**src/rtl/bscan_tap_ctrl.sv**
```systemverilog
// Boundary-scan TAP controller: 16-state TAP FSM, instruction register,
// bypass and IDCODE data registers, boundary-cell strobes and tdo mux.
module bscan_tap_ctrl #(
  parameter int          IR_WIDTH   = 4,
  parameter logic [31:0] IDCODE_VAL = 32'h1BA0_3477
) (
  input  logic                clk,
  input  logic                rst_n,
  input  logic                tms,
  input  logic                tdi,
  input  logic                bsr_so,
  output logic                tdo,
  output logic                tdo_en,
  output logic                capture_en,
  output logic                shift_dr,
  output logic                update_en,
  output logic                mode,
  output logic [3:0]          tap_state,
  output logic [IR_WIDTH-1:0] instr
);

  typedef enum logic [3:0] {
    S_TLR    = 4'hF,
    S_RTI    = 4'hC,
    S_SEL_DR = 4'h7,
    S_CAP_DR = 4'h6,
    S_SH_DR  = 4'h2,
    S_EX1_DR = 4'h1,
    S_PAU_DR = 4'h3,
    S_EX2_DR = 4'h0,
    S_UPD_DR = 4'h5,
    S_SEL_IR = 4'h4,
    S_CAP_IR = 4'hE,
    S_SH_IR  = 4'hA,
    S_EX1_IR = 4'h9,
    S_PAU_IR = 4'hB,
    S_EX2_IR = 4'h8,
    S_UPD_IR = 4'hD
  } tap_state_t;

  localparam logic [IR_WIDTH-1:0] C_EXTEST = '0;
  localparam logic [IR_WIDTH-1:0] C_SAMPLE = IR_WIDTH'(1);
  localparam logic [IR_WIDTH-1:0] C_IDCODE = IR_WIDTH'(2);

  tap_state_t          r_state;
  tap_state_t          w_next;
  logic [IR_WIDTH-1:0] r_instr;
  logic [IR_WIDTH-1:0] r_ir_sh;
  logic                r_byp;
  logic [31:0]         r_id_sh;

  logic w_is_extest;
  logic w_is_sample;
  logic w_is_idcode;
  logic w_is_bypass;
  logic w_bsr_sel;

  // Unknown codes fall through to BYPASS so a bad IR never lengthens the chain.
  assign w_is_extest = (r_instr == C_EXTEST);
  assign w_is_sample = (r_instr == C_SAMPLE);
  assign w_is_idcode = (r_instr == C_IDCODE);
  assign w_is_bypass = ~(w_is_extest | w_is_sample | w_is_idcode);
  assign w_bsr_sel   = w_is_extest | w_is_sample;

  always_comb begin
    w_next = S_TLR;
    unique case (r_state)
      S_TLR:    w_next = tms ? S_TLR    : S_RTI;
      S_RTI:    w_next = tms ? S_SEL_DR : S_RTI;
      S_SEL_DR: w_next = tms ? S_SEL_IR : S_CAP_DR;
      S_CAP_DR: w_next = tms ? S_EX1_DR : S_SH_DR;
      S_SH_DR:  w_next = tms ? S_EX1_DR : S_SH_DR;
      S_EX1_DR: w_next = tms ? S_UPD_DR : S_PAU_DR;
      S_PAU_DR: w_next = tms ? S_EX2_DR : S_PAU_DR;
      S_EX2_DR: w_next = tms ? S_UPD_DR : S_SH_DR;
      S_UPD_DR: w_next = tms ? S_SEL_DR : S_RTI;
      S_SEL_IR: w_next = tms ? S_TLR    : S_CAP_IR;
      S_CAP_IR: w_next = tms ? S_EX1_IR : S_SH_IR;
      S_SH_IR:  w_next = tms ? S_EX1_IR : S_SH_IR;
      S_EX1_IR: w_next = tms ? S_UPD_IR : S_PAU_IR;
      S_PAU_IR: w_next = tms ? S_EX2_IR : S_PAU_IR;
      S_EX2_IR: w_next = tms ? S_UPD_IR : S_SH_IR;
      S_UPD_IR: w_next = tms ? S_SEL_DR : S_RTI;
      default:  w_next = S_TLR;
    endcase
  end

  always_ff @(posedge clk or negedge rst_n) begin
    if (!rst_n) begin
      r_state <= S_TLR;
      r_instr <= C_IDCODE;
      r_ir_sh <= '0;
      r_byp   <= 1'b0;
      r_id_sh <= '0;
    end else begin
      r_state <= w_next;
      case (r_state)
        S_CAP_IR: r_ir_sh <= IR_WIDTH'(1);
        S_SH_IR:  r_ir_sh <= {tdi, r_ir_sh[IR_WIDTH-1:1]};
        S_UPD_IR: r_instr <= r_ir_sh;
        S_CAP_DR: begin
          r_id_sh <= IDCODE_VAL;
          if (w_is_bypass) r_byp <= 1'b0;
        end
        S_SH_DR: begin
          r_id_sh <= {tdi, r_id_sh[31:1]};
          if (w_is_bypass) r_byp <= tdi;
        end
        default: ;
      endcase
      // Loading IDCODE on entry (not only while resident) makes the TMS escape
      // land in TLR with IDCODE already active.
      if (w_next == S_TLR) r_instr <= C_IDCODE;
    end
  end

  assign tap_state  = r_state;
  assign instr      = r_instr;
  assign tdo_en     = (r_state == S_SH_DR) || (r_state == S_SH_IR);
  assign capture_en = (r_state == S_CAP_DR) && w_bsr_sel;
  assign shift_dr   = (r_state == S_SH_DR) && w_bsr_sel;
  assign update_en  = (r_state == S_UPD_DR) && w_bsr_sel;
  assign mode       = w_is_extest;

  always_comb begin
    tdo = 1'b0;
    if (r_state == S_SH_IR) begin
      tdo = r_ir_sh[0];
    end else if (r_state == S_SH_DR) begin
      if (w_bsr_sel)        tdo = bsr_so;
      else if (w_is_idcode) tdo = r_id_sh[0];
      else                  tdo = r_byp;
    end
  end

endmodule

```
**config.mk**
```make
export PLATFORM = sky130hd
export DESIGN_NAME = bscan_tap_ctrl
export DESIGN_NICKNAME = d
export VERILOG_FILES = /design/src/rtl/bscan_tap_ctrl.sv
export SDC_FILE = /design/constraint.sdc
export NUM_CORES = 1
export LEC_CHECK = 0
export BUFFER_PORTS_ARGS = -buffer_cell sky130_fd_sc_hd__buf_2
export CELL_PAD_IN_SITES_DETAIL_PLACEMENT = 0
export CELL_PAD_IN_SITES_GLOBAL_PLACEMENT = 1
export CORE_MARGIN = 5
export CORE_UTILIZATION = 49
export CTS_BUF_LIST = sky130_fd_sc_hd__clkbuf_8
export DETAILED_ROUTE_END_ITERATION = 12
export PLACE_DENSITY_LB_ADDON = 0.1
export SLEW_MARGIN = 0
export SYNTH_ARGS = -nofsm -noshare
export SYNTH_HDL_FRONTEND = slang
export SYNTH_SLANG_ARGS = --single-unit
```
**constraint.sdc**
```tcl
create_clock -name clk -period 1.9 [get_ports clk]
set_input_delay 0.095 -clock clk [delete_from_list [all_inputs] [get_ports clk]]
set_output_delay 0.095 -clock clk [all_outputs]
set_load 0.005 [all_outputs]
```
# Yosys cells after proc, flatten, opt, wreduce, memory -nomap -nowiden
# Index checks and enable logic that the tools add are counted.
dict set report totals {
  regBits 45
  in_bits 5
  out_inout_bits 14
  elab_cells 64
}
dict set report op_classes {
  n_eq_ne 20
  n_mux 24
  bitwise 2
  n_reduce_logical 13
}
# operator count
set op_table {}
lappend op_table {{$pmux W32 S2} 1}
lappend op_table {{$pmux W4 S12} 1}
lappend op_table {{$eq A4 B4 Y1 const B} 9}
lappend op_table {{$eq A4 B3 Y1 const B} 4}
lappend op_table {{$eq A4 B2 Y1 const B} 3}
lappend op_table {{$mux W2} 6}
lappend op_table {{$mux W3} 4}
lappend op_table {{$mux W4} 3}
lappend op_table {{$eq A4 B1 Y1 const B} 2}
lappend op_table {{$logic_not A4 Y1} 2}
lappend op_table {{$pmux W4 S2} 1}
lappend op_table {{$mux W1} 7}
lappend op_table {{$reduce_bool A2 Y1} 3}
lappend op_table {{$ne A2 B2 Y1 const B} 2}
lappend op_table {{$reduce_or A2 Y1} 2}
lappend op_table {{$logic_and A1 B1 Y1} 3}
lappend op_table {{$reduce_and A3 Y1} 1}
lappend op_table {{$reduce_or A3 Y1} 1}
lappend op_table {{$or A1 B1 Y1} 2}
lappend op_table {{$pmux W1 S2} 1}
lappend op_table {{$logic_or A1 B1 Y1} 1}

# Longest topological paths before layout
dict set report depth {
  depth_word 5
  mapped_depth 5
  mapped_depth_nobuf 3
}

# Worst setup path before layout
# No wires, ideal clock.
dict set report synth_path {
  path_kind {reg2reg}
  startpoint {reg r_state[1] (netlist: tap_state[1])}
  endpoint {reg r_byp}
  setup_time_ns 0.127
  t_arrival_ns 1.468
  required_time_ns 1.773
  path_slack_ns 0.305
  stages_incl_launch_ff 5
  n_path_buf 1
  period_less_slack_ns 1.595
  cell_sequence {dfstp_2 or3b_1 buf_6 a21oi_2 mux2_1}
}
dict set report synth_via {
  elab_chain_cells 3
  elab_cells_between_ends 7
  classes_between {eq/ne: 4; mux: 1; reduce/logical: 2}
}
# element line
set synth_lines {}
lappend synth_lines {{from (decl)} 45} ;# tap_state_t r_state;
lappend synth_lines {{from (signal assigned)} 96} ;# r_state <= w_next;
lappend synth_lines {{$eq A4 B3 Y1 or $eq A4 B2 Y1 (tied branches)} 97} ;# case (r_state)
lappend synth_lines {{$ne A2 B2 Y1 (no line) or $reduce_bool A2 Y1 (tied branches)} -}
lappend synth_lines {{$reduce_and A3 Y1 (no line)} -}
lappend synth_lines {{to (signal assigned)} 107} ;# if (w_is_bypass) r_byp <= tdi;
lappend synth_lines {{to (decl)} 49} ;# logic r_byp;
# Parallel ways exist; a longest one is shown, timed or not.
# A chain may end at the register's enable or synchronous reset.

# Worst setup path in the final report
dict set report layout_path {
  startpoint {reg r_state[1] (netlist: tap_state[1])}
  endpoint {out shift_dr}
}
dict set report layout_via {
  elab_chain_cells 2
}
# element line
set layout_lines {}
lappend layout_lines {{$eq A4 B2 Y1} 121} ;# assign shift_dr = (r_state == S_SH_DR) && w_bsr_sel;
lappend layout_lines {{$logic_and A1 B1 Y1} 121}
lappend layout_lines {{to (decl)} 15} ;# output logic shift_dr,
# Every way passes these cells.

==> results.txt <==
Detailed placement finished with a half-perimeter wire length of 2.27 mm. The post-synthesis net count is 159. The clock skew came out at 0.00300 ns. The worst setup path is of the flop to output pin kind. The worst setup slack for register-to-register paths is between 0.15 and 0.2 ns.

The final weighted congestion of routability-driven global placement came out at 0.744. The post-synthesis instance area came out at 1950 µm². The deepest level of the CTS H-tree came out at 2.

Before antenna repair, the detailed router went through 4 iterations. The part of the cycle the worst path needs came out at 0.952. The global routing usage summed across all routing layers is 0.148.

During synthesis, Yosys emitted a total of 0 warnings. The static leakage power is 1.02 nW. The number of global-route vias before repair is 1,259. The DRC violation count after routing came out at 0. The final count of hold timing violations came to 0. The count of nets left with antenna violations once routing finished came out at 0. Across all layers, the routed design uses around 1,300 vias. Power spread over the standard cell area amounts to 1700 nW/µm². By area the synthesized netlist is led by sky130_fd_sc_hd__dfrtp_1, sky130_fd_sc_hd__a22o_1, sky130_fd_sc_hd__dfstp_2, sky130_fd_sc_hd__o22a_1, sky130_fd_sc_hd__o22a_2. The average size of a mapped cell came out at around 13 µm². The worst register-to-register path has a depth of 5. The startpoint identified for the worst register-to-register timing path is tap_state[1].

The worst slew margin relative to its limit is 0.632. The final global-route overflow total came out at 0. Along the worst path, the maximum fanout reaches 16. Among all cell types in the netlist, the one instantiated most often is sky130_fd_sc_hd__dfrtp_1. In this run the most used layer during global routing was met2. The worst path meets setup with 0.0919 ns of slack. Synthesis inferred 45 register bits.

For this run, the register share of the synthesized area comes to 0.582. The global-route wire length before repair is 6.00 mm. The largest stage delay on the critical path is 0.55 ns. The required time at the endpoint of the critical path came out at 1.80 ns.

The actual slew at the worst max-slew pin came out at 0.551 ns. The wire length per cell after detailed routing came out at about 15 µm. The TritonCTS sink count came out at 45.

For this run, the top clock speed supported by timing is 553 MHz. The clock-pin slew reported for the worst setup and hold paths after clock tree synthesis is 0.08 ns. The pre-CTS setup slack is -0.00129 ns. The post-layout minimum cycle time came out at 1.81 ns. Compared with the post-synthesis result, the final layout area differs by 14.8%.

The x dimension of the die came out at roughly 73 µm. The kind of capture point of the worst setup path is an output pin. The share of final-layout standard cells stronger than drive strength 1 is 0.313.

The number of violations reported at the end of detailed-routing iteration 0 is roughly 120. The signal on the critical path passes through buf_8, nand2b_1, or3_1, buf_6, nor2_1, buf_2. sky130_fd_sc_hd__dfrtp_1 takes more of the synthesized area than any other cell. CTS placed an instance of sky130_fd_sc_hd__clkbuf_8 at the clock tree root.

The aggregate negative setup slack came out at 0 ns. Among all flip-flop cells after synthesis, the most frequent one is sky130_fd_sc_hd__dfrtp_1. STA classifies the critical path startpoint as a flop. In this run, synthesis inferred 0 flip-flops with an integrated enable. Setup violations remaining at the end of the flow were counted as 0. The kind of path behind the tightest hold check is input port to flop. The number of antenna cells inserted is 0. After floorplanning, the core was divided into 23 placement rows. The final count of pins violating max slew came out at 0. The fraction of met2 tracks used by global routing is 0.226.

Hold is met by between 0.08 and 0.09 ns. The number of standard cells after synthesis is 154. On the critical path, the stage with the largest delay is an instance of sky130_fd_sc_hd__dfstp_2. The insertion delay of the later-clocked pin in the worst-skew pair came out at slightly below 0.3 ns.

Of all flip-flops after synthesis, the portion carrying an async set or reset was 1.00. The total wire length after detailed routing came out at 3.59 mm. The startpoint identified for the worst hold timing path is tdi.

The final layout net count is 186. The area of the core is 3910 µm². The commonest cells after synthesis are sky130_fd_sc_hd__dfrtp_1, sky130_fd_sc_hd__a22o_1, sky130_fd_sc_hd__nor2_1. The share of the synthesized area in the top cell type is 0.514. Entering global routing, the biggest net connects 46 pins. The number of buffers inserted by port buffering came out at 18. The global routing usage on met3 came out at 0.0441.

TritonCTS built the clock tree. The number of top-level design ports came out at 19. The count of cells along the worst hold path is 3.

The number of antenna violations at the first check in global routing came to 0. The number of clock buffers inserted by TritonCTS came out at 5. The endpoint identified for the worst register-to-register timing path is r_byp. In the global route stage, met1 resource usage came out at 0.193. VDD sags by at most 0.660 mV. The maximum clock insertion buffer count is 2. The initial utilization of the core area, before any placement, comes to 0.497. The count of different cell masters after synthesis is 36. Measured along the y axis, the die boundary spans ~73 µm. The routed via count divided by cell count came out at about 5.5.

The total power after layout came out at ~3.8 mW. The area of the die came out at ~5300 µm². The flow ran to the end, and the final reports show no timing, DRC or antenna violations. The path with the worst hold slack has its endpoint at r_ir_sh[3]. The endpoint arrival time on the critical path is 1.71 ns. The count of max-cap constraint violations is 0.
## state kept, by name (all words and copies together) (netlist names)
name       cells
instr          4
r_id_sh       32
r_ir_sh        4
r_byp          1
tap_state      4
## cell families (layout without fill, tap and decap cells)
group                  after synthesis  count (layout)  synth area share
buffers and inverters               12              40            0.0521
AO/OA/AOI/OAI                       48              48             0.202
multiplexers                         5               5            0.0270
AND/OR/NAND/NOR                     44              44             0.138
flip-flops                          45              45             0.582
## layer usage
layer | part of all wire | wire (µm)
met5 | 0 | 0
met4 | 0.026 | 93
met3 | 0.045 | 160
met2 | 0.47 | 1690
met1 | 0.46 | 1640
## how the worst max path moves through the flow
stage / start / endpoint / slack, ns / cells past startpoint
2_1_floorplan: tap_state[1] / r_byp / 0.30 / 4
3_3_place_gp: tap_state[1] / tdo / 0.01 / 4
3_5_place_dp: tap_state[1] / tdo / -0.001 / 4
4_1_cts: tap_state[1] / shift_dr / 0.02 / 6
5_1_grt: tap_state[1] / shift_dr / -0.003 / 6
6_report: tap_state[1] / shift_dr / 0.09 / 6
## cells in the final DEF, fill, tap and decap left out
master,Yosys,routed
sky130_fd_sc_hd__mux2_1,1,1
sky130_fd_sc_hd__nor2_1,11,11
sky130_fd_sc_hd__nor2b_1,2,2
sky130_fd_sc_hd__or3_4,0,1
sky130_fd_sc_hd__a21o_1,1,1
sky130_fd_sc_hd__or3_1,3,2
sky130_fd_sc_hd__o22a_1,9,9
sky130_fd_sc_hd__nand3_1,2,2
sky130_fd_sc_hd__dfrtp_1,40,40
sky130_fd_sc_hd__bufinv_16,0,1
sky130_fd_sc_hd__nand2b_1,5,5
sky130_fd_sc_hd__dlygate4sd3_1,0,1
sky130_fd_sc_hd__a211o_1,1,1
sky130_fd_sc_hd__a32o_1,1,1
sky130_fd_sc_hd__buf_4,4,10
sky130_fd_sc_hd__nand4b_2,1,1
sky130_fd_sc_hd__buf_2,3,18
sky130_fd_sc_hd__clkbuf_8,0,6
sky130_fd_sc_hd__or2b_1,1,1
sky130_fd_sc_hd__dfstp_2,5,5
sky130_fd_sc_hd__nor4b_4,1,1
sky130_fd_sc_hd__or3b_2,1,1
sky130_fd_sc_hd__or3_2,1,1
sky130_fd_sc_hd__o22a_2,6,6
sky130_fd_sc_hd__buf_8,2,1
sky130_fd_sc_hd__and2_1,1,1
sky130_fd_sc_hd__a21oi_2,2,2
sky130_fd_sc_hd__nand3b_1,1,1
sky130_fd_sc_hd__nor3b_4,1,1
sky130_fd_sc_hd__o21ai_0,7,7
sky130_fd_sc_hd__a21oi_1,3,3
sky130_fd_sc_hd__a22o_1,17,17
sky130_fd_sc_hd__mux2_2,1,1
sky130_fd_sc_hd__buf_6,2,1
sky130_fd_sc_hd__o221a_1,1,1
sky130_fd_sc_hd__inv_1,1,2
sky130_fd_sc_hd__or3b_1,1,1
sky130_fd_sc_hd__nand2_1,10,10
sky130_fd_sc_hd__nor4_1,2,2
sky130_fd_sc_hd__mux2i_1,3,3
## through the flow
stage               utilization  cells  cell area, µm²
floorplan                     -    154            1950
global route              0.571    232            2230
CTS                       0.562    229            2200
global placement          0.527    219            2060
detailed placement        0.527    219            2060
finish                    0.571    232            2230
## power by group
group | switching [mW] | total, mW | internal [mW]
sequential | 0.274 | 1.67 | 1.39
clock | 0.308 | 0.731 | 0.423
combinational | 0.662 | 1.41 | 0.750
## final cells by class
type	count	area, µm²
clock buffer	6	82.6
clock inverter	2	33.8
fill	360	1680
inverter	1	3.75
multi-input combinational	97	718
sequential	45	1130
tap	50	62.6
timing repair buffer	31	201
## critical path: cells and delay by family (launching register included)
family                 cells  cell delay, ns
and+or+nand+nor            3            0.46
DFF                        1            0.55
buffers and inverters      3            0.39
## what timing repair did
| item | 4_1_cts | 5_1_grt |
|---|---|---|
| endpoints found under the setup margin | 2 | 2 |
| setup buffers | 1 | 3 |
| gates resized for setup | 1 | 3 |
| endpoints found under the hold margin | 40 | 0 |
| hold buffers | 1 | 0 |
(Power assumes the default switching activity.)
